[config.mk]
export PLATFORM = sky130hd
export DESIGN_NAME = seq_decoder
export DESIGN_NICKNAME = d
export VERILOG_FILES = /design/src/rtl/seq_decoder_pkg.sv /design/src/rtl/seq_bit_decoder.sv /design/src/rtl/seq_decoder.sv
export SDC_FILE = /design/constraint.sdc
export NUM_CORES = 1
export LEC_CHECK = 0
export ABC_CLOCK_PERIOD_IN_PS = 2150
export CORE_ASPECT_RATIO = 1.5
export CORE_MARGIN = 1
export CORE_UTILIZATION = 40
export CTS_BUF_LIST = sky130_fd_sc_hd__clkbuf_16
export DETAILED_ROUTE_END_ITERATION = 8
export PLACE_DENSITY = 0.6
export RECOVER_POWER = 50
export SYNTH_ARGS = -nofsm -noshare
export SYNTH_HDL_FRONTEND = slang
export SYNTH_SLANG_ARGS = --single-unit
[constraint.sdc]
create_clock -name clk -period 2.15 [get_ports clk]
set_clock_uncertainty 0.1 [all_clocks]
set_input_delay 0.215 -clock clk [delete_from_list [all_inputs] [get_ports clk]]
set_output_delay 0.215 -clock clk [all_outputs]
set_load 0.05 [all_outputs]
[src/rtl/seq_decoder_pkg.sv]
// Shared definitions for the sequential-scrambler receive path.
//   buf_state_t : occupancy of the two-entry output word buffer
//   Q_RESET     : mirror state the sender and receiver both start from
package seq_decoder_pkg;

  typedef enum logic [1:0] {
    EMPTY = 2'd0,
    ONE   = 2'd1,
    FULL  = 2'd2
  } buf_state_t;

  localparam logic [1:0] Q_RESET = 2'b00;

endpackage

[src/rtl/seq_bit_decoder.sv]
// Bit-level descrambler: keeps a mirror of the sender's 2-bit state and
// recovers one X bit per accepted Y bit.
// Ports:
//   clk       clock
//   CLR       asynchronous active-low reset
//   Y         serial line bit
//   in_valid  Y carries a new bit this cycle
//   x_next    combinational recovered bit for the current Y (feeds word assembly)
//   X         registered recovered bit
//   X_valid   one-cycle pulse when X was updated
//   Q         mirror state {Q1,Q0}
module seq_bit_decoder
  import seq_decoder_pkg::*;
(
  input  logic       clk,
  input  logic       CLR,
  input  logic       Y,
  input  logic       in_valid,
  output logic       x_next,
  output logic       X,
  output logic       X_valid,
  output logic [1:0] Q
);

  assign x_next = Y ^ Q[1] ^ Q[0];

  // Q0 tracks the inverted line bit, so the mirror stays in step with the
  // sender without needing the recovered bit.
  always_ff @(posedge clk or negedge CLR) begin
    if (!CLR) begin
      Q       <= Q_RESET;
      X       <= 1'b0;
      X_valid <= 1'b0;
    end else begin
      X_valid <= in_valid;
      if (in_valid) begin
        X <= x_next;
        Q <= {Q[0], ~Y};
      end
    end
  end

endmodule

[src/rtl/seq_decoder.sv]
// Receive end of the 2-bit sequential scrambler link. Decodes the serial Y
// stream, packs recovered bits into WIDTH-bit words and offers them through
// a two-entry buffer with a valid/ready handshake.
// Parameters:
//   WIDTH      bits per output word (2..32)
//   MSB_FIRST  0: first received bit lands in out_data[0]; 1: in out_data[WIDTH-1]
// Ports:
//   clk, CLR (async active-low reset), Y, in_valid  : serial input side
//   X, X_valid, Q                                   : per-bit decode outputs
//   out_data, out_valid, out_ready                  : word output handshake
//   overflow                                        : sticky word-dropped flag
module seq_decoder
  import seq_decoder_pkg::*;
#(
  parameter int WIDTH     = 8,
  parameter bit MSB_FIRST = 1'b0
) (
  input  logic             clk,
  input  logic             CLR,
  input  logic             Y,
  input  logic             in_valid,
  output logic             X,
  output logic             X_valid,
  output logic [1:0]       Q,
  output logic [WIDTH-1:0] out_data,
  output logic             out_valid,
  input  logic             out_ready,
  output logic             overflow
);

  localparam int CNT_W = $clog2(WIDTH);
  localparam logic [CNT_W-1:0] CNT_LAST = CNT_W'(WIDTH - 1);

  logic             x_next;
  logic [CNT_W-1:0] cnt;
  logic [WIDTH-1:0] shreg;
  logic [WIDTH-1:0] word_next;
  logic             word_done;
  logic             pop;
  buf_state_t       state;
  logic [WIDTH-1:0] head;
  logic [WIDTH-1:0] tail;

  seq_bit_decoder u_bit (
    .clk      (clk),
    .CLR      (CLR),
    .Y        (Y),
    .in_valid (in_valid),
    .x_next   (x_next),
    .X        (X),
    .X_valid  (X_valid),
    .Q        (Q)
  );

  // The word is formed from the combinational bit so a completed word can
  // enter the buffer on the same edge as its last bit.
  generate
    if (MSB_FIRST) begin : g_msb
      assign word_next = {shreg[WIDTH-2:0], x_next};
    end else begin : g_lsb
      assign word_next = {x_next, shreg[WIDTH-1:1]};
    end
  endgenerate

  assign word_done = in_valid && (cnt == CNT_LAST);

  always_ff @(posedge clk or negedge CLR) begin
    if (!CLR) begin
      cnt   <= '0;
      shreg <= '0;
    end else if (in_valid) begin
      shreg <= word_next;
      cnt   <= word_done ? '0 : cnt + 1'b1;
    end
  end

  // out_valid is low in EMPTY, so out_ready has no effect there.
  assign pop      = out_valid && out_ready;
  assign out_data = head;

  always_ff @(posedge clk or negedge CLR) begin
    if (!CLR) begin
      state     <= EMPTY;
      head      <= '0;
      tail      <= '0;
      out_valid <= 1'b0;
      overflow  <= 1'b0;
    end else begin
      case (state)
        EMPTY: begin
          if (word_done) begin
            head      <= word_next;
            state     <= ONE;
            out_valid <= 1'b1;
          end
        end
        ONE: begin
          if (pop && word_done) begin
            head <= word_next;
          end else if (pop) begin
            state     <= EMPTY;
            out_valid <= 1'b0;
          end else if (word_done) begin
            tail  <= word_next;
            state <= FULL;
          end
        end
        FULL: begin
          if (pop) begin
            head <= tail;
            if (word_done) begin
              tail <= word_next;
            end else begin
              state <= ONE;
            end
          end else if (word_done) begin
            overflow <= 1'b1;
          end
        end
        default: begin
          state     <= EMPTY;
          out_valid <= 1'b0;
        end
      endcase
    end
  end

endmodule

==> results of run 1 <==
[cell usage after synthesis]
cell type	instances	share of area, %
sky130_fd_sc_hd__nand4_1	1	0.43
sky130_fd_sc_hd__nand3b_1	4	2.0
sky130_fd_sc_hd__xnor2_1	2	1.2
sky130_fd_sc_hd__o221ai_4	1	1.8
sky130_fd_sc_hd__a21oi_4	1	1.1
sky130_fd_sc_hd__nand4b_4	1	1.6
sky130_fd_sc_hd__mux2_2	17	13
sky130_fd_sc_hd__o22ai_1	1	0.43
sky130_fd_sc_hd__buf_2	2	0.68
sky130_fd_sc_hd__dfrtp_1	33	56
sky130_fd_sc_hd__ha_1	2	1.7
sky130_fd_sc_hd__a21oi_1	9	3.1
sky130_fd_sc_hd__nand2b_1	1	0.43
sky130_fd_sc_hd__a32o_1	1	0.68
sky130_fd_sc_hd__and2b_2	1	0.60
sky130_fd_sc_hd__nand2_1	3	0.77
sky130_fd_sc_hd__nand3_1	2	0.68
sky130_fd_sc_hd__mux2i_1	10	6.8
sky130_fd_sc_hd__o21ai_0	2	0.68
sky130_fd_sc_hd__buf_6	2	1.5
sky130_fd_sc_hd__o21a_1	1	0.51
sky130_fd_sc_hd__inv_1	2	0.51
sky130_fd_sc_hd__nor2_1	10	2.6
sky130_fd_sc_hd__a41o_1	1	0.68
[sequential cells by signal, indices dropped and copies added, names as in the netlist]
signal / cells
out_data: 8
tail: 8
shreg: 7
cnt: 3
state: 2
u_bit.Q: 2
out_valid: 1
overflow: 1
u_bit.X_valid: 1
[cell families (layout without fill, tap and decap cells)]
| group | count (synthesis) | in the layout | synth area share (%) |
|---|---|---|---|
| DFF | 33 | 33 | 56.4 |
| muxes | 27 | 27 | 19.9 |
| buffers and inverters | 6 | 31 | 2.73 |
| xor gates and xnor gates | 2 | 2 | 1.20 |
| and+or+nand+nor | 23 | 23 | 9.14 |
| AOI/OAI and AO/OA | 17 | 17 | 8.97 |
| adders and majority gates | 2 | 2 | 1.71 |
[final timing paths]
check                           cells past startpoint              endpoint  slack, ns
min in group asynchronous                           2    cnt[2]$_DFFE_PN0P_       0.46
worst max-delay path                                1             out_valid       0.23
max in group asynchronous                           2   tail[0]$_DFFE_PN0P_       0.99
worst min-delay path                                1  overflow$_DFFE_PN0P_       0.37
worst max register to register                      5   tail[4]$_DFFE_PN0P_       0.26
worst min register to register                      1  overflow$_DFFE_PN0P_       0.37
[cell type report]
type / count / share of cell area, %
Sequential cell: 33 / 45.5
Clock buffer: 5 / 6.90
Multi-Input combinational cell: 71 / 33.0
Timing Repair Buffer: 21 / 10.6
Inverter: 2 / 0.414
Clock inverter: 3 / 0.621
Tap cell: 42 / 2.90
[power by group through the flow]
stage / registers (mW) / clock network (mW) / logic [mW]
after global routing: 1.09 / 0.688 / 1.05
final: 1.05 / 0.636 / 0.985
after global placement: 1.05 / 0 / 0.975
after floorplan: 1.37 / 0 / 0.371
after CTS: 1.05 / 0.657 / 1.00
after detailed placement: 1.06 / 0 / 0.998
[routing by layer]
layer | global-route usage (%) | wire length [microns]
met5 | 0 | 0
met4 | 6.49 | 31
met3 | 5.19 | 81
met2 | 23.8 | 1300
met1 | 17.0 | 1080
==> impl_metrics.tcl, run 1 <==
set metrics [dict create \
    grt_pass1_vias 923 \
    clockPowerShare_pct 23.8 \
    cell_at_the_slowest_stage_of_the_critical_path "sky130_fd_sc_hd__clkdlybuf4s50_1" \
    die_width_microns 51.4 \
    report.power.total_mw 2.67 \
    cp_data_required_time_ns 1.84 \
    min_period_ns 1.92 \
    critPathTopFamily "buffers and inverters" \
    drtAntennaViolNets 0 \
    postCtsSetupRepairBufs 0 \
    clk_transition_reported_paths_ns 0.05 \
    cellLeakagePower_nw 0.782 \
    final_util_pct 52.6 \
    fillCellCount 329 \
    timing.setup.critical_path_class "flip-flop to output pin" \
    postSynthRegisterBits 33 \
    numClockSinks 33 \
    io_buffer_count 18 \
    row_count 26 \
    hold_viol_final 0 \
    die_area_sq_mm 0.00391 \
    core_area_sq_mm 0.00345 \
    timing.final.setup_violations 0 \
    worst-path-buf-inv 1 \
    timing.hold.worst.start "overflow$_DFFE_PN0P_" \
    routed_wirelength_microns 2490 \
    internal_power_mw 1.68 \
    ios 19 \
    setup-tns-final_ns 0 \
    tritoncts "built" \
    layout.cells.most_common_list "sky130_fd_sc_hd__dfrtp_1 (33), sky130_fd_sc_hd__mux2_2 (17), sky130_fd_sc_hd__clkdlybuf4s50_1 (16)" \
    timing.critical_path.from "out_valid$_DFFE_PN0P_" \
    power.share.sequential_pct 39.3 \
    synth.distinct_cells 24 \
    cts_buffers 5 \
    insertedDiodeCount 0 \
    post_layout_nonfiller_instances 177 \
    maximum_resistive_drop_on_vdd_mv 0.901 \
    multi_input_comb_area_sq_um 599 \
    initial_core_util_pct 42.5 \
    chipHeight_microns 76.1 \
    routed_via_density 5.20 \
    layout-drive-gt1-share_pct 20.0 \
    detailroute.via_count 921 \
    grt_antenna_before_repair 0 \
    detail_route.wl_per_cell_microns 14.1 \
    synth_warnings 0 \
    crit_path_start_kind "flip-flop" \
    dr.pass1.iters 4 \
    critPathArrivalTime_ns 1.61 \
    root_buffer "sky130_fd_sc_hd__clkbuf_16" \
    crit_chain "clkdlybuf4s50_1" \
    global_route_wire_length_before_repair_microns 4240 \
    maximum_number_of_pins_on_one_net_before_global_route_repair 34 \
    seq_area_sq_um 826 \
    h-tree-depth 2 \
    p_sw_mw 0.990 \
    rsz0062_at_grt "no" \
    syn-instance-count 110 \
    drv_cap 0 \
    max-slew-margin-rel_pct 47.0 \
    combPwrFrac_pct 36.9 \
    finalWorstSetupSlack_ns 0.228 \
    syn_avg_cell_area_sq_um 13.3 \
    end_kind "output pin" \
    worst_slew_pin_slew_ns 0.794 \
    fin_crit_sh_pct 89.4 \
    layout.nets 141 \
    timing.critical_path.fanout_max 7 \
    crit-reg2reg-launch "cnt[0]$_DFFE_PN0P_" \
    hp-class "flip-flop to flip-flop" \
    layout-area-overhead-vs-synth_pct 23.8 \
    synth_fp_nets 117 \
    pre_cts_ws_ns 0.143 \
    outcome "complete, no violations" \
    syn-cell-area_sq_mm 0.00147 \
    finalHoldWorstSlack_ns 0.368 \
    worst_path_largest_cell_delay_ns 0.85 \
    power.switching_fraction_pct 37.1 \
    place.gp.congestion 0.697 \
    dpl-instance-area_sq_mm 0.00169 \
    placed_cells_incl_taps 169 \
    grt_total_ovfl 0 \
    stdcell_area_sq_mm 0.00181 \
    cts_hold_buf 0 \
    grt_usage_pct 14.7 \
    share_of_the_yosys_chip_area_belonging_to_registers_pct 56.4 \
    leading_cell_type_in_the_layout_fill_and_taps_excluded "sky130_fd_sc_hd__dfrtp_1" \
    post_dp_hpwl_microns 1710 \
    clockBufferDepth 2 \
    maxSlewViolCount 0 \
    clk-insertion-delay-late_ns 0.27 \
    drt-initial-drc-count 12 \
    ctsResizeCount 0 \
    drc 0 \
    achievable-frequency_mhz 520 \
    power-per-cell-area_mw_per_mm2 1470 \
]
No activity file was read; power rests on OpenSTA's default activity.
==> inputs of run 2 (changes only) <==
--- a/config.mk
+++ b/config.mk
@@ -5,11 +5,10 @@
 export SDC_FILE = /design/constraint.sdc
 export NUM_CORES = 1
 export LEC_CHECK = 0
-export ABC_CLOCK_PERIOD_IN_PS = 2150
+export ABC_CLOCK_PERIOD_IN_PS = 2400
 export CORE_ASPECT_RATIO = 1.5
 export CORE_MARGIN = 1
 export CORE_UTILIZATION = 40
-export CTS_BUF_LIST = sky130_fd_sc_hd__clkbuf_16
 export DETAILED_ROUTE_END_ITERATION = 8
 export PLACE_DENSITY = 0.6
 export RECOVER_POWER = 50
==> constraint.sdc (replaced) <==
create_clock -name clk -period 2.4 [get_ports clk]
set_clock_uncertainty 0.1 [all_clocks]
set_input_delay 0.24 -clock clk [delete_from_list [all_inputs] [get_ports clk]]
set_output_delay 0.24 -clock clk [all_outputs]
set_load 0.05 [all_outputs]
==> impl_metrics.tcl, run 2 (synthesis results as in run 1) <==
set metrics [dict create \
    insertedDiodeCount 0 \
    pre_cts_ws_ns 0.372 \
    drt-initial-drc-count 17 \
    layout-drive-gt1-share_pct 22.4 \
    clk-insertion-delay-late_ns 0.28 \
    p_sw_mw 0.877 \
    crit_path_start_kind "flip-flop" \
    post_dp_hpwl_microns 1770 \
    numClockSinks 33 \
    die_area_sq_mm 0.00391 \
    rsz0062_at_grt "no" \
    power.share.sequential_pct 38.7 \
    achievable-frequency_mhz 509 \
    power-per-cell-area_mw_per_mm2 1340 \
    h-tree-depth 2 \
    routed_via_density 5.17 \
    layout.nets 140 \
    tritoncts "built" \
    timing.hold.worst.start "overflow$_DFFE_PN0P_" \
    worst_reg_to_reg_cells 5 \
    dr.pass1.iters 4 \
    postCtsSetupRepairBufs 0 \
    min_period_ns 1.96 \
    cp_data_required_time_ns 2.06 \
    critPathTopFamily "buffers and inverters" \
    core_area_sq_mm 0.00345 \
    fin_crit_sh_pct 81.8 \
    clk_transition_reported_paths_ns 0.07 \
    maximum_number_of_pins_on_one_net_before_global_route_repair 34 \
    worstHoldPathCells 1 \
    cell_at_the_slowest_stage_of_the_critical_path "sky130_fd_sc_hd__clkdlybuf4s50_1" \
    clockBufferDepth 2 \
    timing.final.setup_violations 0 \
    ctsResizeCount 0 \
    row_count 26 \
    timing.setup.critical_path_class "flip-flop to output pin" \
    maximum_resistive_drop_on_vdd_mv 1.01 \
    worst_path_largest_cell_delay_ns 0.86 \
    max-slew-margin-rel_pct 47.4 \
    layout-area-overhead-vs-synth_pct 23.4 \
    chipHeight_microns 76.1 \
    worst-path-buf-inv 1 \
    routed_wirelength_microns 2450 \
    initial_core_util_pct 42.5 \
    maxSlewViolCount 0 \
    clockPowerShare_pct 25.1 \
    grt_total_ovfl 0 \
    cts_hold_buf 0 \
    hp-class "flip-flop to flip-flop" \
    drc 0 \
    combPwrFrac_pct 36.2 \
    ios 19 \
    final_util_pct 52.4 \
    internal_power_mw 1.54 \
    leading_cell_type_in_the_layout_fill_and_taps_excluded "sky130_fd_sc_hd__dfrtp_1" \
    io_buffer_count 18 \
    layout.cells.most_common_list "sky130_fd_sc_hd__dfrtp_1 (33), sky130_fd_sc_hd__mux2_2 (17), sky130_fd_sc_hd__clkdlybuf4s50_1 (16)" \
    grt_usage_pct 14.3 \
    worst-path-stages 1 \
    grt_antenna_before_repair 0 \
    critPathArrivalTime_ns 1.62 \
    worst_slew_pin_slew_ns 0.789 \
    detailroute.via_count 910 \
    cellLeakagePower_nw 0.772 \
    cts_buffers 5 \
    setup-tns-final_ns 0 \
    root_buffer "sky130_fd_sc_hd__clkbuf_8" \
    global_route_wire_length_before_repair_microns 4180 \
    report.power.total_mw 2.42 \
    grt_pass1_vias 922 \
    die_width_microns 51.4 \
    drv_cap 0 \
    power.switching_fraction_pct 36.2 \
    crit_chain "clkdlybuf4s50_1" \
    place.gp.congestion 0.741 \
    timing.critical_path.from "out_valid$_DFFE_PN0P_" \
    end_kind "output pin" \
    outcome "complete, no violations" \
    drtAntennaViolNets 0 \
    hold_viol_final 0 \
    detail_route.wl_per_cell_microns 13.9 \
    fillCellCount 326 \
    timing.critical_path.fanout_max 7 \
    crit-reg2reg-launch "cnt[0]$_DFFE_PN0P_" \
    finalWorstSetupSlack_ns 0.437 \
]
==> run 2: final cells by class <==
| cell class | instances | area [sq um] | area share [%] |
|---|---|---|---|
| sequential | 33 | 826 | 45.7 |
| tap | 42 | 52.6 | 2.91 |
| clock inverter | 3 | 65.1 | 3.60 |
| timing repair buffer | 20 | 189 | 10.4 |
| inverter | 2 | 7.51 | 0.415 |
| multi-input combinational | 71 | 599 | 33.1 |
| clock buffer | 5 | 68.8 | 3.81 |
==> run 2: final timing paths <==
| check | endpoint | slack [ns] |
|---|---|---|
| max | out_valid | 0.44 |
| min | overflow$_DFFE_PN0P_ | 0.38 |
| max reg2reg | tail[4]$_DFFE_PN0P_ | 0.49 |
| min reg2reg | overflow$_DFFE_PN0P_ | 0.38 |
| max in group asynchronous | tail[5]$_DFFE_PN0P_ | 1.23 |
| min in group asynchronous | cnt[2]$_DFFE_PN0P_ | 0.47 |
==> run 2: power groups by stage <==
| stage | combinational [mW] | clock [mW] | sequential, mW |
|---|---|---|---|
| after detailed placement | 0.889 | 0 | 0.951 |
| after CTS | 0.892 | 0.631 | 0.939 |
| after global placement | 0.873 | 0 | 0.940 |
| after global routing | 0.945 | 0.652 | 0.971 |
| after floorplan | 0.332 | 0 | 1.22 |
| final | 0.877 | 0.607 | 0.937 |
==> run 2: metrics by stage <==
step / std cells / hold slack [ns] / area, sq um
after floorplan: 110 / -0.156 / 1470
after CTS: 176 / 0.262 / 1810
after global routing: 176 / 0.407 / 1810
after global placement: 168 / 0.364 / 1680
after detailed placement: 168 / 0.363 / 1680
final: 176 / 0.375 / 1810
==> run 2: metal layers <==
metal	global-route usage (%)	share of wire (%)	vias up
met3	4.39	3.5	2
met4	4.86	0.37	0
met2	23.4	53	14
met1	17.6	43	452
met5	0	0	-
li1	-	-	442
==> inputs of run 3 (changes only) <==
--- a/config.mk
+++ b/config.mk
@@ -5,12 +5,12 @@
 export SDC_FILE = /design/constraint.sdc
 export NUM_CORES = 1
 export LEC_CHECK = 0
-export ABC_CLOCK_PERIOD_IN_PS = 2400
+export ABC_CLOCK_PERIOD_IN_PS = 1600
 export CORE_ASPECT_RATIO = 1.5
 export CORE_MARGIN = 1
 export CORE_UTILIZATION = 40
 export DETAILED_ROUTE_END_ITERATION = 8
-export PLACE_DENSITY = 0.6
+export PLACE_DENSITY = 0.62
 export RECOVER_POWER = 50
 export SYNTH_ARGS = -nofsm -noshare
 export SYNTH_HDL_FRONTEND = slang
==> constraint.sdc (replaced) <==
create_clock -name clk -period 1.6 [get_ports clk]
set_clock_uncertainty 0.1 [all_clocks]
set_input_delay 0.16 -clock clk [delete_from_list [all_inputs] [get_ports clk]]
set_output_delay 0.16 -clock clk [all_outputs]
set_load 0.05 [all_outputs]
==> impl_metrics.tcl, run 3 (synthesis results as in run 1) <==
set metrics [dict create \
    h-tree-depth 2 \
    crit_path_start_kind "flip-flop" \
    cp_data_required_time_ns 1.66 \
    worst_path_largest_cell_delay_ns 0.36 \
    layout-area-overhead-vs-synth_pct 28.6 \
    critPathTopFamily "flip-flops" \
    hold_viol_final 0 \
    root_buffer "sky130_fd_sc_hd__clkbuf_8" \
    grt_total_ovfl 0 \
    timing.final.setup_violations 2 \
    hp-class "primary input to asynchronous set/reset pin" \
    achievable-frequency_mhz 621 \
    detailroute.via_count 952 \
    outcome "finished with violations" \
    setup-tns-final_ns -0.0105 \
    cellLeakagePower_nw 0.831 \
    tritoncts "built" \
    max-slew-margin-rel_pct 46.3 \
    min_period_ns 1.61 \
    fillCellCount 323 \
    initial_core_util_pct 42.5 \
    crit_chain "ha_2 -> ha_4 -> nand2_2 -> a21oi_4 -> buf_12 -> mux2_2" \
    combPwrFrac_pct 42.4 \
    leading_cell_type_in_the_layout_fill_and_taps_excluded "sky130_fd_sc_hd__dfrtp_1" \
    use_met2_pct 26.5 \
    cell_at_the_slowest_stage_of_the_critical_path "sky130_fd_sc_hd__dfrtp_1" \
    die_width_microns 51.4 \
    setup.reg_to_reg.worst_slack_ns -0.01 \
    failed_checks "setup timing" \
    cts_hold_buf 0 \
    crit-reg2reg-launch "cnt[0]$_DFFE_PN0P_" \
    clk_transition_reported_paths_ns 0.07 \
    timing.setup.critical_path_class "flip-flop to flip-flop" \
    layout-drive-gt1-share_pct 43.2 \
    worst-path-buf-inv 1 \
    drc 0 \
    worst_slew_pin_slew_ns 0.805 \
    drt-initial-drc-count 19 \
    maximum_number_of_pins_on_one_net_before_global_route_repair 34 \
    grt_usage_pct 16.2 \
    power.switching_fraction_pct 40.0 \
    layout.nets 152 \
    globalRouteMet1Util_pct 19.8 \
    p_sw_mw 1.40 \
    maxSlewViolCount 0 \
    pre_cts_ws_ns -0.245 \
    rsz0062_at_grt "yes" \
    insertedDiodeCount 0 \
    chipHeight_microns 76.1 \
    critPathArrivalTime_ns 1.67 \
    layout.cells.most_common_list "sky130_fd_sc_hd__dfrtp_1 (32), sky130_fd_sc_hd__buf_4 (24), sky130_fd_sc_hd__mux2_2 (16)" \
    grt_antenna_before_repair 0 \
    drv_cap 0 \
    drtAntennaViolNets 0 \
    routed_wirelength_microns 2740 \
    clk-insertion-delay-late_ns 0.28 \
    clockBufferDepth 2 \
    end_kind "flip-flop" \
    worst-path-stages 6 \
    worstReg2RegEnd "tail[7]$_DFFE_PN0P_" \
    grt_pass1_vias 1024 \
    io_buffer_count 18 \
    post_dp_hpwl_microns 1940 \
    timing.critical_path.from "cnt[0]$_DFFE_PN0P_" \
    detail_route.wl_per_cell_microns 14.5 \
    internal_power_mw 2.10 \
    global_route_wire_length_before_repair_microns 4730 \
    worst_reg_to_reg_cells 6 \
    maximum_resistive_drop_on_vdd_mv 1.14 \
    grt_use_met3_pct 4.79 \
    finalWorstSetupSlack_ns -0.00992 \
    clockPowerShare_pct 17.2 \
    setup.worst_path.end "tail[7]$_DFFE_PN0P_" \
    timing.critical_path.fanout_max 8 \
    power.share.sequential_pct 40.4 \
    fin_crit_sh_pct 101 \
    ios 19 \
    row_count 26 \
    cts_buffers 5 \
    place.gp.congestion 0.702 \
    die_area_sq_mm 0.00391 \
    numClockSinks 33 \
    core_area_sq_mm 0.00345 \
    routed_via_density 5.06 \
    power-per-cell-area_mw_per_mm2 1850 \
    global_route.peak_usage_layer "met2" \
    dr.pass1.iters 4 \
]
[run 3: cell count changes in the layout (fill, tap and decap cells not counted), moves of 2 or more]
cell	delta
sky130_fd_sc_hd__clkdlybuf4s50_1	-13
sky130_fd_sc_hd__ha_1	-2
sky130_fd_sc_hd__bufinv_16	-2
sky130_fd_sc_hd__nand2_2	+2
sky130_fd_sc_hd__buf_12	+3
sky130_fd_sc_hd__nand2_1	-2
sky130_fd_sc_hd__buf_4	+24
[run 3: power groups by stage]
stage / Clock (mW) / Combinational, mW / Sequential, mW
finish: 0.600 / 1.48 / 1.41
global placement: 0 / 1.41 / 1.41
floorplan: 0 / 0.504 / 1.84
CTS: 0.623 / 1.50 / 1.42
global route: 0.665 / 1.59 / 1.46
detailed placement: 0 / 1.46 / 1.43
[run 3: how the worst min path moves through the flow]
| stage | cells past startpoint | end | from |
|---|---|---|---|
| after floorplan | 0 | cnt[0]$_DFFE_PN0P_ | CLR |
| after global placement | 1 | overflow$_DFFE_PN0P_ | overflow$_DFFE_PN0P_ |
| after detailed placement | 1 | overflow$_DFFE_PN0P_ | overflow$_DFFE_PN0P_ |
| after CTS | 2 | overflow$_DFFE_PN0P_ | CLR |
| after global routing | 2 | u_bit.Q[0]$_DFFE_PN0P_ | Y |
| final | 2 | overflow$_DFFE_PN0P_ | CLR |
[run 3: routing by layer]
| metal | share of wire [%] | vias up | wire length, microns |
|---|---|---|---|
| li1 | - | 468 | - |
| met1 | 42 | 463 | 1160 |
| met2 | 53 | 15 | 1450 |
| met3 | 3.2 | 6 | 88 |
| met4 | 1.4 | 0 | 38 |
| met5 | 0 | - | 0 |
[run 3: area by class of cell]
cell class / count / area (sq um) / share of cell area, %
clock buffer: 5 / 68.8 / 3.65
clock inverter: 3 / 17.5 / 0.930
inverter: 2 / 7.51 / 0.398
multi-input combinational: 71 / 626 / 33.2
sequential: 33 / 827 / 43.9
tap: 42 / 52.6 / 2.79
timing repair buffer: 32 / 285 / 15.1
[run 3: timing repair]
item                                    in CTS  in global routing
endpoints found under the setup margin      16                 16
buffers inserted                             2                  0
resized for setup                            4                  0
[run 3: stage by stage]
stage	utilization [%]	power (mW)	instances	instance area, sq um	hold WS, ns
after global placement	50.9	2.82	178	1750	0.358
after detailed placement	50.9	2.88	178	1750	0.387
after global routing	54.6	3.72	188	1880	0.412
final	54.6	3.49	188	1880	0.386
after CTS	54.7	3.54	188	1890	0.186
after floorplan	-	2.34	110	1470	-0.236
